File: src/rtl/vga_pkg.sv
`default_nettype none
// ============================================================================
//  Module      : vga_pkg
//  Description : Shared VGA field widths, delay-line bound and the packed
//                timing-group struct used by the draw-chain stages.
//  Revision    : 1.0  initial release
// ============================================================================
package vga_pkg;

  localparam int HCOUNT_W = 11;
  localparam int VCOUNT_W = 11;
  localparam int RGB_W    = 12;

  // Deepest delay any balancing stage may be configured for.
  localparam int DLY_MAX  = 16;

  // Everything that travels with the raster position, excluding colour.
  typedef struct packed {
    logic [HCOUNT_W-1:0] hcount;
    logic [VCOUNT_W-1:0] vcount;
    logic                hsync;
    logic                vsync;
    logic                hblnk;
    logic                vblnk;
  } vga_tim_t;

  function automatic int max_dly(input int a, input int b);
    return (a > b) ? a : b;
  endfunction

endpackage
`default_nettype wire

File: src/rtl/vga_if.sv
`default_nettype none
// ============================================================================
//  Module      : vga_if
//  Description : VGA draw-chain bundle: raster counters, sync and blanking
//                strobes and the 12-bit colour that goes with them.
//  Modports    : in  - consumer side (all fields are inputs)
//                out - producer side (all fields are outputs)
//  Revision    : 1.0  initial release
// ============================================================================
interface vga_if;
  import vga_pkg::*;

  logic [HCOUNT_W-1:0] hcount;
  logic [VCOUNT_W-1:0] vcount;
  logic                hsync;
  logic                vsync;
  logic                hblnk;
  logic                vblnk;
  logic [RGB_W-1:0]    rgb;

  modport in  (input  hcount, vcount, hsync, vsync, hblnk, vblnk, rgb);
  modport out (output hcount, vcount, hsync, vsync, hblnk, vblnk, rgb);

endinterface
`default_nettype wire

File: src/rtl/delay_line.sv
`default_nettype none
// ============================================================================
//  Module      : delay_line
//  Description : Fixed-depth shift register with synchronous clear. Every
//                stage advances once per clock; no enable, no stall.
//  Parameters  : WIDTH - bits per stage
//                DEPTH - number of stages (0 gives a straight wire)
//  Ports       : clk  in   clock
//                rst  in   synchronous active-high clear of every stage
//                din  in   WIDTH-bit sample entering stage 0
//                dout out  WIDTH-bit sample leaving the last stage
//  Revision    : 1.0  initial release
// ============================================================================
module delay_line
  import vga_pkg::*;
#(
  parameter int WIDTH = 1,
  parameter int DEPTH = 1
) (
  input  logic             clk,
  input  logic             rst,
  input  logic [WIDTH-1:0] din,
  output logic [WIDTH-1:0] dout
);

  if (DEPTH < 0 || DEPTH > DLY_MAX) begin : g_bad_depth
    $error("delay_line: DEPTH out of range 0..%0d", DLY_MAX);
  end

  if (DEPTH == 0) begin : g_pass
    // Zero depth lets a caller put its own final register after this line.
    logic w_unused_ctl;
    assign w_unused_ctl = clk ^ rst;
    assign dout         = din;
  end else begin : g_regs
    logic [WIDTH-1:0] r_stage [DEPTH];

    always_ff @(posedge clk) begin
      if (rst) begin
        for (int i = 0; i < DEPTH; i++) begin
          r_stage[i] <= '0;
        end
      end else begin
        r_stage[0] <= din;
        for (int i = 1; i < DEPTH; i++) begin
          r_stage[i] <= r_stage[i-1];
        end
      end
    end

    assign dout = r_stage[DEPTH-1];
  end

endmodule
`default_nettype wire

File: src/rtl/vga_delay_align.sv
`default_nettype none
// ============================================================================
//  Module      : vga_delay_align
//  Description : VGA pipeline-balancing stage. Delays the timing group by
//                TIM_DLY cycles and the colour by RGB_DLY cycles so timing
//                lines up with a colour result that arrives late. 'primed'
//                goes high once every output stage holds post-reset data.
//  Parameters  : RGB_DLY - colour delay, 1..16
//                TIM_DLY - timing-group delay, 1..16
//  Ports       : clk    in   pixel clock
//                rst    in   synchronous active-high reset
//                vii    in   incoming timing + rgb (vga_if.in)
//                vio    out  delayed timing + rgb, flop-driven (vga_if.out)
//                primed out  high once both lines have filled since reset
//  Options     : VGA_DELAY_ALIGN_BLANK_MASK_EN - when defined, vio.rgb is
//                forced to 0 on every cycle where vio.hblnk | vio.vblnk.
//  Revision    : 1.0  initial release
// ============================================================================
module vga_delay_align
  import vga_pkg::*;
#(
  parameter int RGB_DLY = 3,
  parameter int TIM_DLY = 1
) (
  input  logic      clk,
  input  logic      rst,
  vga_if.in         vii,
  vga_if.out        vio,
  output logic      primed
);

  localparam int c_MAX_DLY = max_dly(RGB_DLY, TIM_DLY);
  localparam int c_CNT_W   = $clog2(c_MAX_DLY + 1);
  localparam logic [c_CNT_W-1:0] c_FILL_FULL = c_CNT_W'(c_MAX_DLY);

  if (RGB_DLY < 1 || RGB_DLY > DLY_MAX) begin : g_bad_rgb_dly
    $error("vga_delay_align: RGB_DLY must be in 1..%0d", DLY_MAX);
  end
  if (TIM_DLY < 1 || TIM_DLY > DLY_MAX) begin : g_bad_tim_dly
    $error("vga_delay_align: TIM_DLY must be in 1..%0d", DLY_MAX);
  end

  // --------------------------------------------------------------------------
  // Timing group
  // --------------------------------------------------------------------------
  vga_tim_t w_tim_in;
  vga_tim_t w_tim_out;

  assign w_tim_in = '{hcount: vii.hcount, vcount: vii.vcount,
                      hsync:  vii.hsync,  vsync:  vii.vsync,
                      hblnk:  vii.hblnk,  vblnk:  vii.vblnk};

  delay_line #(
    .WIDTH ($bits(vga_tim_t)),
    .DEPTH (TIM_DLY)
  ) u_tim_dly (
    .clk  (clk),
    .rst  (rst),
    .din  (w_tim_in),
    .dout (w_tim_out)
  );

  assign vio.hcount = w_tim_out.hcount;
  assign vio.vcount = w_tim_out.vcount;
  assign vio.hsync  = w_tim_out.hsync;
  assign vio.vsync  = w_tim_out.vsync;
  assign vio.hblnk  = w_tim_out.hblnk;
  assign vio.vblnk  = w_tim_out.vblnk;

  // --------------------------------------------------------------------------
  // Colour
  // --------------------------------------------------------------------------
  logic [RGB_W-1:0] w_rgb_out;

`ifdef VGA_DELAY_ALIGN_BLANK_MASK_EN
  // The last colour stage lives here so it can be cleared on the same edge
  // that loads a blanking sample into the last timing stage. The blank bit
  // is carried TIM_DLY-1 stages so it is exactly what that stage is loading.
  logic [RGB_W-1:0] w_rgb_pre;
  logic [RGB_W-1:0] r_rgb_last;
  logic             w_blank_in;
  logic             w_blank_next;

  assign w_blank_in = vii.hblnk | vii.vblnk;

  delay_line #(
    .WIDTH (RGB_W),
    .DEPTH (RGB_DLY - 1)
  ) u_rgb_dly (
    .clk  (clk),
    .rst  (rst),
    .din  (vii.rgb),
    .dout (w_rgb_pre)
  );

  delay_line #(
    .WIDTH (1),
    .DEPTH (TIM_DLY - 1)
  ) u_blank_dly (
    .clk  (clk),
    .rst  (rst),
    .din  (w_blank_in),
    .dout (w_blank_next)
  );

  always_ff @(posedge clk) begin
    if (rst) begin
      r_rgb_last <= '0;
    end else if (w_blank_next) begin
      r_rgb_last <= '0;
    end else begin
      r_rgb_last <= w_rgb_pre;
    end
  end

  assign w_rgb_out = r_rgb_last;
`else
  delay_line #(
    .WIDTH (RGB_W),
    .DEPTH (RGB_DLY)
  ) u_rgb_dly (
    .clk  (clk),
    .rst  (rst),
    .din  (vii.rgb),
    .dout (w_rgb_out)
  );
`endif

  assign vio.rgb = w_rgb_out;

  // --------------------------------------------------------------------------
  // Fill tracking: counts non-reset cycles up to the deeper line's depth.
  // 'primed' is registered from the next count so it rises on the same edge
  // that loads the first valid sample into the deeper line's last stage.
  // --------------------------------------------------------------------------
  logic [c_CNT_W-1:0] r_fill_cnt;
  logic [c_CNT_W-1:0] w_fill_next;
  logic               r_primed;

  always_comb begin
    w_fill_next = r_fill_cnt;
    if (r_fill_cnt != c_FILL_FULL) begin
      w_fill_next = r_fill_cnt + 1'b1;
    end
  end

  always_ff @(posedge clk) begin
    if (rst) begin
      r_fill_cnt <= '0;
      r_primed   <= 1'b0;
    end else begin
      r_fill_cnt <= w_fill_next;
      r_primed   <= (w_fill_next == c_FILL_FULL);
    end
  end

  assign primed = r_primed;

endmodule
`default_nettype wire

File: src/flat_wrapper.sv
// flat-port wrapper written by rule: the top's interface ports become plain ports
module vga_delay_align_flat import vga_pkg::*;
#(
  parameter int RGB_DLY = 3,
  parameter int TIM_DLY = 1
)
  (clk, rst, primed, vii_hcount, vii_vcount, vii_hsync, vii_vsync, vii_hblnk, vii_vblnk, vii_rgb, vio_hcount, vio_vcount, vio_hsync, vio_vsync, vio_hblnk, vio_vblnk, vio_rgb);
  vga_if vii_i ();
  vga_if vio_i ();
  input  logic clk;
  input  logic rst;
  output logic primed;
  input wire logic [$bits(vii_i.hcount)-1:0] vii_hcount;
  input wire logic [$bits(vii_i.vcount)-1:0] vii_vcount;
  input wire logic [$bits(vii_i.hsync)-1:0] vii_hsync;
  input wire logic [$bits(vii_i.vsync)-1:0] vii_vsync;
  input wire logic [$bits(vii_i.hblnk)-1:0] vii_hblnk;
  input wire logic [$bits(vii_i.vblnk)-1:0] vii_vblnk;
  input wire logic [$bits(vii_i.rgb)-1:0] vii_rgb;
  output wire logic [$bits(vio_i.hcount)-1:0] vio_hcount;
  output wire logic [$bits(vio_i.vcount)-1:0] vio_vcount;
  output wire logic [$bits(vio_i.hsync)-1:0] vio_hsync;
  output wire logic [$bits(vio_i.vsync)-1:0] vio_vsync;
  output wire logic [$bits(vio_i.hblnk)-1:0] vio_hblnk;
  output wire logic [$bits(vio_i.vblnk)-1:0] vio_vblnk;
  output wire logic [$bits(vio_i.rgb)-1:0] vio_rgb;
  assign vii_i.hcount = vii_hcount;
  assign vii_i.vcount = vii_vcount;
  assign vii_i.hsync = vii_hsync;
  assign vii_i.vsync = vii_vsync;
  assign vii_i.hblnk = vii_hblnk;
  assign vii_i.vblnk = vii_vblnk;
  assign vii_i.rgb = vii_rgb;
  assign vio_hcount = vio_i.hcount;
  assign vio_vcount = vio_i.vcount;
  assign vio_hsync = vio_i.hsync;
  assign vio_vsync = vio_i.vsync;
  assign vio_hblnk = vio_i.hblnk;
  assign vio_vblnk = vio_i.vblnk;
  assign vio_rgb = vio_i.rgb;
  vga_delay_align #(.RGB_DLY(RGB_DLY), .TIM_DLY(TIM_DLY)) u_core (.clk(clk), .rst(rst), .vii(vii_i), .vio(vio_i), .primed(primed));
endmodule
File: config.mk
export PLATFORM = sky130hd
export DESIGN_NAME = vga_delay_align_flat
export DESIGN_NICKNAME = d
export VERILOG_FILES = /design/src/rtl/vga_pkg.sv /design/src/rtl/vga_if.sv /design/src/rtl/delay_line.sv /design/src/rtl/vga_delay_align.sv /design/src/flat_wrapper.sv
export SDC_FILE = /design/constraint.sdc
export NUM_CORES = 1
export LEC_CHECK = 0
export BUFFER_PORTS_ARGS = -buffer_cell sky130_fd_sc_hd__buf_2
export CAP_MARGIN = 10
export CORE_MARGIN = 2
export CORE_UTILIZATION = 46
export DETAILED_ROUTE_END_ITERATION = 6
export HOLD_SLACK_MARGIN = 0.1
export PLACE_DENSITY = 0.77
export SYNTH_ARGS = -nofsm -noshare
export SYNTH_HDL_FRONTEND = slang
export SYNTH_SLANG_ARGS = --single-unit
File: constraint.sdc
create_clock -name clk -period 0.8 [get_ports clk]
set_clock_uncertainty 0.2 [all_clocks]
set_input_delay 0.04 -clock clk [delete_from_list [all_inputs] [get_ports clk]]
set_output_delay 0.04 -clock clk [all_outputs]
set_load 0.01 [all_outputs]
Yosys cells after proc, flatten, opt, wreduce, memory -nomap -nowiden
Memories as Yosys holds them, arrays and structs flattened. Index checks and enable logic that the tools add are counted. W data, S select, Z words.

Register bits after elaboration: 3. Bits in writable memories: 62. Output and inout port bits: 39. Memories: 2.

Memories: u_core.u_rgb_dly.g_regs.r_stage (words 3, bits a word 12, read ports 3, clocked after Yosys merged registers in 0, write ports 3, line delay_line.sv:36) `logic [WIDTH-1:0] r_stage [DEPTH];`; u_core.u_tim_dly.g_regs.r_stage (words 1, bits a word 26, read ports 1, clocked after Yosys merged registers in 0, write ports 1, line delay_line.sv:36).

$add $sub $neg: 1. Equality and inequality tests: 2. Mux-type cells: 9. Bitwise logic cells: 3. Reduce and logical (&&, ||, !) cells: 1.

Operators with widths (number): $mux W12 (3); $mux W26 (1); $reduce_or A26 Y1 (1); $mux W1 (4); $or A1 B1 Y1 (3); $add A2 B1 Y2 const B (1); $eq A2 B2 Y1 const B (1); $mux W2 (1); $ne A2 B2 Y1 const B (1).

Depth between registers and ports, before layout
Depth in word-level cells: 3. Depth in mapped cells: 3.

Modules after synthesis
A second synthesis with hierarchy kept.

Cell total of the unflattened synthesis: 149. Area total of the unflattened synthesis: 1869.3 sq um.

By module, submodules not included: delay_line (u_core.u_rgb_dly) (times used 1, cells an instance 87, area each 1084.8 sq um); delay_line (u_core.u_tim_dly) (times used 1, cells an instance 54, area each 700.7 sq um); vga_delay_align (times used 1, cells an instance 8, area each 83.8 sq um).

Worst setup path before layout
No wires, ideal clock.

Path type: flip-flop to flip-flop. Start point: register u_core.r_fill_cnt[1]. End point: register u_core.r_fill_cnt[1]. Library setup time: 0.116 ns. Data arrival time: 0.408 ns. Setup slack: 0.076 ns. Cell stages (with the launch flop): 3. Path buffers: 0. Period minus slack after synthesis: 0.724 ns. Cell sequence: dfxtp_1 > nor2_1 > nor2_1.

Word-level cells in the longest chain between the ends: 2.

RTL lines: start: declaration (line vga_delay_align.sv:136) `logic [c_CNT_W-1:0] r_fill_cnt;`; start signal: assignment (line vga_delay_align.sv:152) `r_fill_cnt <= w_fill_next;`; $add A2 B1 Y2 / $ne A2 B2 Y1 (equally long branches) (line vga_delay_align.sv:143, vga_delay_align.sv:142); $mux W2 (*) (line vga_delay_align.sv:142) `if (r_fill_cnt != c_FILL_FULL) begin`.

Mark *: on every way between the ends. The rest lies on a longest branch, timed or not. A chain may end at the register's enable or synchronous reset.

Final worst setup path
Start point: memory u_core.u_tim_dly.g_regs.r_stage[0][4] (netlist bit). End point: output port vio_vcount[0].

Word-level cells in the longest chain between the ends: 1.

RTL lines: start: declaration (line delay_line.sv:36); $mem_v2 Z1 W26; end: declaration (line flat_wrapper.sv:21) `output wire logic [$bits(vio_i.vcount)-1:0] vio_vcount;`.

Every way passes these cells.

==> results.toml <==
[outcome]
status = "finished, violations left"
violations = "negative hold slack, negative setup slack"

[synth]
syn-cell-area_um2 = 1890
synth_area_per_cell_um2 = 12.5
synth_nets = 191
yosys-top-cells-area = "dfxtp_1 69%, nor2b_1 18%, buf_4 4.8%, buf_6 3.6%, and2b_2 3.2%"
synth_cells = 151
synth_top_area_share_pct = 68.9
synth_seq_cells = 65
synth_cell_type_count = 9
yosys_warnings = 0
yosys.area.top_type = "dfxtp_1"
ys_seq_area_share_pct = 68.9

[critical_path]
crit_chain = "buf_6"
cpMaxStageDelayCell = "dfxtp_2"
critPathLaunchType = "flip-flop"
slowest_delay_ns = 0.33
path_depth = 1
required_ns = 0.56
crit_buf_inv = 1
ff2ff_path_depth = 2
crit_arrival_ns = 0.76
cpLargestDelayFamily = "flip-flops"
timing_worst_setup_path_type = "reg2out"
critical_path.max_fanout = 1
end_kind = "primary output"

[pwr]
peakVddDrop_mv = 1.67
p_leak_nw = 1.36
p_per_area_nw_per_um2 = 2320

[clock_tree]
cts_sinks = 65
cts_root_buf = "clkbuf_8"
cts.htree.levels = 3
worstSkewPairLatency_ns = 0.32
cts_buffer_depth = 2
cts_tree = "yes"
cts_hold_buf = 31
clkTransAtPathRegs_ns = 0.07
numCtsBuffers = 9

[hold_path]
hold_path_depth = 2
hold_path.class = "in2reg"

[global_route]
grt_max_degree = 46
grtUsageTotal_pct = 13.9
grt_use_met1_pct = 13.8
met3_usage_pct = 5.92
antenna_found_initial = 0
grt.overflow.total = 0
gr-usage-met2_pct = 22.5
grt_pass1_wl_um = 4440
grt.busiest_layer = "met2"
grt_pass1_vias = 1095

[detailed_routing]
dr_total_vias = 1240
routed_wl_um = 3210
drtIter0Drc = 45
via_per_inst = 4.04
avgRoutedWirePerCell_um = 10.4
dr.pass1.iters = 4
drc = 0
ant_nets = 0

[placement]
place_area_um2 = 2210
dp_slack_ns = -0.0781
io_buffers = 78
gp_congestion = 0.663
post-dp-hpwl_um = 2030

[layout]
fin_area_um2 = 2850
fillers = 285
antenna_cells = 0
final_nets = 292
synthToLayoutAreaGrowth_pct = 50.7
final_layout_size_suffix_gt1_share_pct = 46.3

[sta]
fin_crit_sh_pct = 125
min_period_ns = 1.00
setup_ws_ns = -0.204
tns_ns = -7.33
finalHoldViolCount = 21
slew_headroom_pct = 88.0
worstMarginPinSlew_ns = 0.180
setup_viol = 40
fmax_mhz = 996
hold_slack_ns = -0.265
rsz0062_at_grt = "true"
slew_viol_final = 0

[floorplan]
die_area_um2 = 4640
ios = 79
core-area_um2 = 3970
start_util_pct = 47.6
dieWidth_um = 68.1
row_count = 23
die_y_um = 68.1

[flow_run]
cap_violations = 0
-- metal layers --
metal / part of all wire, % / wire length (um)
met5: 0 / 0
met4: 1.8 / 59
met3: 6.1 / 195
met2: 51 / 1650
met1: 41 / 1310
-- synth_stat cells (all sizes together) --
library cell / count
dfxtp: 65
nor2b: 55
buf: 18
and2b: 7
nor2: 3
a21oi: 1
clkbuf: 1
inv: 1
-- path summary, 6_finish.rpt --
kind / from / endpoint / slack [ns]
min: vii_hcount[5] / u_core.u_tim_dly.g_regs.r_stage[0][20]$_SDFF_PP0_ / -0.27
max: u_core.u_tim_dly.g_regs.r_stage[0][4]$_SDFF_PP0_ / vio_vcount[0] / -0.20
max reg2reg: u_core.r_fill_cnt[0]$_SDFF_PP0_ / u_core.r_fill_cnt[1]$_SDFF_PP0_ / 0.03
min reg2reg: u_core.r_fill_cnt[0]$_SDFF_PP0_ / u_core.r_fill_cnt[0]$_SDFF_PP0_ / 0.23
-- state kept, by name, summed over array words and instances (netlist names) --
| signal | cells |
|---|---|
| u_core.u_tim_dly.g_regs.r_stage | 26 |
| u_core.primed | 1 |
| u_core.r_fill_cnt | 2 |
| u_core.u_rgb_dly.g_regs.r_stage | 36 |
-- layout by cell type (no fill, tap or decap) --
cell type	count
and2b_2	7
dlymetal6s4s_1	5
nor2_1	2
buf_4	2
nor2b_1	55
clkbuf_8	10
buf_6	17
clkinv_2	2
dlygate4sd3_1	26
dfxtp_2	19
dfxtp_1	46
bufinv_16	1
buf_12	1
clkbuf_1	3
inv_1	1
a21oi_2	1
nor2_2	1
buf_2	58
-- timing repair --
action	CTS	global route
gates resized for setup	8	35
setup buffers	0	0
endpoints found under the setup margin	39	49
endpoints found under the hold margin	65	64
pin swaps	0	1
-- stage by stage --
stage / power [mW] / cells / utilization, %
finish: 6.61 / 307 / 71.7
CTS: 6.64 / 310 / 69.1
detailed placement: 3.90 / 263 / 55.8
global placement: 3.89 / 263 / 55.8
global route: 6.87 / 307 / 71.7
floorplan: 3.73 / 151 / -
-- area by class of cell --
class                   instances  area [um^2]  share of cell area, %
inverters                       1         3.75                  0.132
multi-input cells              66          428                   15.0
clock buffers                  13          149                   5.23
clock inverters                 3         40.0                   1.41
well taps                      50         62.6                   2.20
repair buffers                109          840                   29.5
flip-flops and latches         65         1330                   46.5
-- power by group --
part           leakage (nW)  total (mW)  switching [mW]  internal (mW)
sequential            0.544        3.45          0.0461           3.40
combinational         0.716       0.560           0.195          0.364
clock                0.0974        2.61            1.09           1.52
-- logic make-up (layout without fill, tap and decap cells) --
| kind of cell | Yosys count | in the layout | share of synthesized area (%) |
|---|---|---|---|
| flip-flops | 65 | 65 | 68.9 |
| AO/OA/AOI/OAI | 1 | 1 | 0.265 |
| buffers and inverters | 20 | 126 | 8.81 |
| AND/OR/NAND/NOR | 65 | 65 | 22.1 |
No activity file was read; power rests on OpenSTA's default activity.
